===== src/rtl/rotate_pkg.sv =====
// rotate_pkg: operation encoding shared by the rotate/shift pipeline
package rotate_pkg;
  typedef enum logic [1:0] {
    OP_ROL = 2'b00,
    OP_ROR = 2'b01,
    OP_SHL = 2'b10,
    OP_SHR = 2'b11
  } op_t;
endpackage


===== src/rtl/rotate_stage.sv =====
// rotate_stage: combinational move by 2^I in the op's direction when en is set
module rotate_stage
  import rotate_pkg::*;
#(
  parameter int WIDTH = 32,
  parameter int I = 0
) (
  input  logic [WIDTH-1:0] x,
  input  logic             en,
  input  op_t              op,
  output logic [WIDTH-1:0] y
);
  localparam int S = 1 << I;
  always_comb
    y = !en ? x :
        op == OP_ROL ? {x[WIDTH-1-S:0], x[WIDTH-1:WIDTH-S]} :
        op == OP_ROR ? {x[S-1:0], x[WIDTH-1:S]} :
        op == OP_SHL ? {x[WIDTH-1-S:0], {S{1'b0}}} :
                       {{S{1'b0}}, x[WIDTH-1:S]};
endmodule


===== src/rtl/rotate_pipe.sv =====
// rotate_pipe: pipelined barrel rotate/shift, one amount bit per stage, valid/ready with bubble collapse
module rotate_pipe
  import rotate_pkg::*;
#(
  parameter int WIDTH = 32,
  localparam int KW = $clog2(WIDTH)
) (
  input  logic             clk,
  input  logic             rst_n,
  input  logic             flush,
  input  logic             in_valid,
  output logic             in_ready,
  input  logic [WIDTH-1:0] x,
  input  logic [KW-1:0]    k,
  input  logic [1:0]       op,
  output logic             out_valid,
  input  logic             out_ready,
  output logic [WIDTH-1:0] o
);
  typedef struct packed {
    logic [WIDTH-1:0] data;
    logic [KW-1:0]    amt;
    op_t              op;
  } beat_t;
  beat_t st [KW];
  beat_t nx [KW];
  logic [KW-1:0] v;
  logic [KW-1:0] rdy;
  logic [KW-1:0] vin;
  logic unused_tail;
  assign vin = {v[KW-2:0], in_valid};
  for (genvar g = 0; g < KW; g++) begin : g_stage
    beat_t src;
    logic [WIDTH-1:0] y;
    if (g == 0) begin : g_in
      assign src = '{data: x, amt: k, op: op_t'(op)};
    end else begin : g_mid
      assign src = st[g-1];
    end
    // stage g may load whenever some stage at or after it can make room
    assign rdy[g] = out_ready | ~&v[KW-1:g];
    rotate_stage #(.WIDTH(WIDTH), .I(g)) u_stage (
      .x (src.data),
      .en(src.amt[g]),
      .op(src.op),
      .y (y)
    );
    assign nx[g] = '{data: y, amt: src.amt, op: src.op};
  end
  always_ff @(posedge clk or negedge rst_n)
    if (!rst_n) begin
      v <= '0;
      for (int i = 0; i < KW; i++) st[i] <= '0;
    end else if (flush) v <= '0;
    else
      for (int i = 0; i < KW; i++)
        if (rdy[i]) begin
          v[i]  <= vin[i];
          st[i] <= nx[i];
        end
  assign in_ready    = rdy[0];
  assign out_valid   = v[KW-1];
  assign o           = st[KW-1].data;
  assign unused_tail = ^{st[KW-1].amt, st[KW-1].op};
endmodule


===== config.mk =====
export PLATFORM = sky130hd
export DESIGN_NAME = rotate_pipe
export DESIGN_NICKNAME = d
export VERILOG_FILES = /design/src/rtl/rotate_pkg.sv /design/src/rtl/rotate_stage.sv /design/src/rtl/rotate_pipe.sv
export SDC_FILE = /design/constraint.sdc
export NUM_CORES = 1
export LEC_CHECK = 0
export CORE_MARGIN = 10
export CORE_UTILIZATION = 50
export CTS_CLUSTER_SIZE = 40
export DETAILED_ROUTE_END_ITERATION = 10
export HOLD_SLACK_MARGIN = 0.06
export PLACE_DENSITY = 0.77
export SLEW_MARGIN = 20
export SYNTH_ARGS = -nofsm -noshare
export SYNTH_HDL_FRONTEND = slang
export SYNTH_HIERARCHICAL = 1
export SYNTH_SLANG_ARGS = --single-unit

===== constraint.sdc =====
create_clock -name clk -period 4.03 [get_ports clk]
set_input_delay 0.806 -clock clk [delete_from_list [all_inputs] [get_ports clk]]
set_output_delay 0.806 -clock clk [all_outputs]
set_load 0.05 [all_outputs]

==> impl_metrics.yaml <==
status:
  outcome: "finished, final reports clean"
clocking:
  htree_levels: 4
  hold_buffers: 0
  clk_pin_slew_ns: 0.06
  cts_max_path_buffers: 2
  cts_setup_buffers: 0
  cts_made_buffers: 17
  tritoncts: "done"
  cts.sinks: 183
  root_buffer: "clkbuf_16"
  cts_resized: 0
  clock_latency_ns: 0.44
floorplan:
  die_area_mm2: 0.02664
  start_util: 0.5069
  fp.dieW_um: 163.2
  fp.dieH_um: 163.2
  rows: 52
  pin_count: 78
  core_area_mm2: 0.02023
timing:
  setup_violations: 0
  fin_crit_sh: 0.8536
  fin_crit_ns: 3.440
  clock.fmax_ghz: 0.2907
  slew_headroom: 0.2980
  maxSlewViolCount: 0
  fin_worst_skew_ns: 0.01220
  rsz0062_at_grt: "false"
  tns_ns: 0
  holdWs_ns: 0.4448
  hold_viol_final: 0
  worst_slew_pin_slew_ns: 1.053
critical_path:
  critPathSlowestCell: "clkdlybuf4s50_1"
  cp_slowest_stage_delay_ns: 0.74
  cp-start-kind: "input pin"
  cp.arrival_ns: 2.63
  crit_type: "in2out"
  cp.required_ns: 3.22
  endpoint_kind: "output port"
  cp_max_fo: 6
  crit_chain: "clkdlybuf4s50_1 > and4b_1 > nand3_1 > clkdlybuf4s50_1"
  crit_top_cell: "clkdlybuf4s50_1"
min_path:
  hp-class: "in2async"
layout:
  fillers: 1687
  syn2layout_area_growth_pct: 12.88
  num-nets-final: 1046
  n_antenna_cell: 0
  final_cells: 1285
  layout-drive-gt1-share: 0.2453
  fin_area_mm2: 0.01158
  regArea_mm2: 0.004582
  multi_input_area_mm2: 0.005061
routing:
  viasPerCell: 5.543
  vias: 7123
  routed_wl_um: 21350
  first_pass_iters: 5
  drt_iter0_markers: 529
  drc: 0
  ant_nets: 0
  avgRoutedWirePerCell_um: 16.61
global_routing:
  grt_pass1_vias: 6934
  grt_max_degree: 91
  grt_util_all_layers: 0.1631
  antenna_found_initial: 0
  gr-total-overflow: 0
  grt_first_pass_wirelength_um: 35480
placed_design:
  place.detailed.hpwl_um: 14820
  place.gp.congestion: 0.7974
  port_buffers: 77
  dp.cells: 1253
  dpl_cell_area_mm2: 0.01099
power_and_ir_drop:
  power.leakage_nw: 4.948
  power_density_mw_per_mm2: 637.8
  ir_drop_uv: 302.3
logic_synthesis:
  ys_ff_latch: 183
  syn_nets: 1010
  syn_avg_cell_area_um2: 10.62
  yosysWarnings: 6
  synth_cells: 966
  netlist_area_mm2: 0.01026
  ys_seq_area_frac: 0.4465
  yosysUniqueCellTypes: 28
flow_run:
  maxCapViolCount: 0
## layout make-up
type                       instances  share of cell area
clock buffer                      17             0.03674
clock inverter                    15             0.01394
inverter                          33             0.01070
multi-input combinational        675              0.4371
sequential                       183              0.3957
tap                              270             0.02918
timing repair buffer              92             0.07662
## synthesized netlist by cell type (all sizes together)
| library cell | number | area share |
|---|---|---|
| o22ai | 32 | 0.026 |
| mux2 | 178 | 0.20 |
| dfrtp | 183 | 0.45 |
| and2 | 1 | 0.00085 |
| nor2 | 136 | 0.050 |
| nand2 | 47 | 0.017 |
| mux2i | 98 | 0.096 |
| clkbuf | 15 | 0.0055 |
| and4b | 1 | 0.00098 |
| a31oi | 31 | 0.020 |
| nor2b | 2 | 0.0012 |
| buf | 60 | 0.044 |
| a21oi | 103 | 0.052 |
| nand3b | 15 | 0.011 |
| nand3 | 1 | 0.00049 |
| or3b | 15 | 0.013 |
| nand2b | 15 | 0.0091 |
| inv | 33 | 0.012 |
## registers in the layout, indices dropped and copies added, names as in the netlist
| register | cells |
|---|---|
| o | 32 |
| g_stage.src | 146 |
| v | 5 |
## cell usage in the layout (no fill, tap or decap), types with 17 or more instances in the layout
master	n
a21oi_1	101
clkbuf_16	17
inv_1	33
o22ai_1	22
nor2_1	134
a31oi_1	30
dfrtp_1	181
mux2i_1	98
clkdlybuf4s50_1	74
nand2_1	47
mux2_2	178
## worst max-delay path, delay by kind of cell
kind,cells,cell delay (ns)
buf+inv,2,1.18
simple gates,2,0.65
## routing by layer
metal,vias to the layer above,GRT usage,share of wire
met5,-,0,0
met4,0,0.05000,0.013
met3,22,0.03272,0.032
met2,133,0.2641,0.48
met1,3478,0.2157,0.47
li1,3490,-,-
## kinds of logic (layout without fill, tap and decap cells)
kind of cell	after synthesis	after routing	synth area share
mux	276	276	0.2910
flops	183	183	0.4465
simple gates	233	233	0.1037
buf+inv	108	157	0.06111
compound gates	166	166	0.09771
## path summary, 6_finish.rpt
check | depth (start not counted) | slack, ns | from | endpoint
worst max-delay path | 4 | 0.59 | out_ready | in_ready
worst min-delay path | 1 | 0.44 | rst_n | g_stage[3].src[17]
worst max register to register | 4 | 1.94 | g_stage[2].src[0] | g_stage[3].src[15]
worst min register to register | 2 | 0.49 | v[2] | v[3]
max in group asynchronous | 2 | 2.72 | rst_n | o[25]
min in group clk | 2 | 0.49 | v[2] | v[3]
## per-stage QoR
step                setup WS, ns  utilization  power, mW
floorplan                  1.629            -      4.946
global placement          0.5894       0.5432      5.661
detailed placement        0.6040       0.5432      5.769
CTS                       0.5737       0.5722      7.435
global route              0.5068       0.5722      7.827
finish                    0.5898       0.5722      7.385
## report_power, final
group          internal [mW]  switching [mW]  leakage [nW]  total, mW
Combinational           1.25            1.45          2.58       2.70
Sequential              2.42           0.612          2.09       3.03
Clock                  0.877           0.774         0.277       1.65
(Power assumes the default switching activity.)
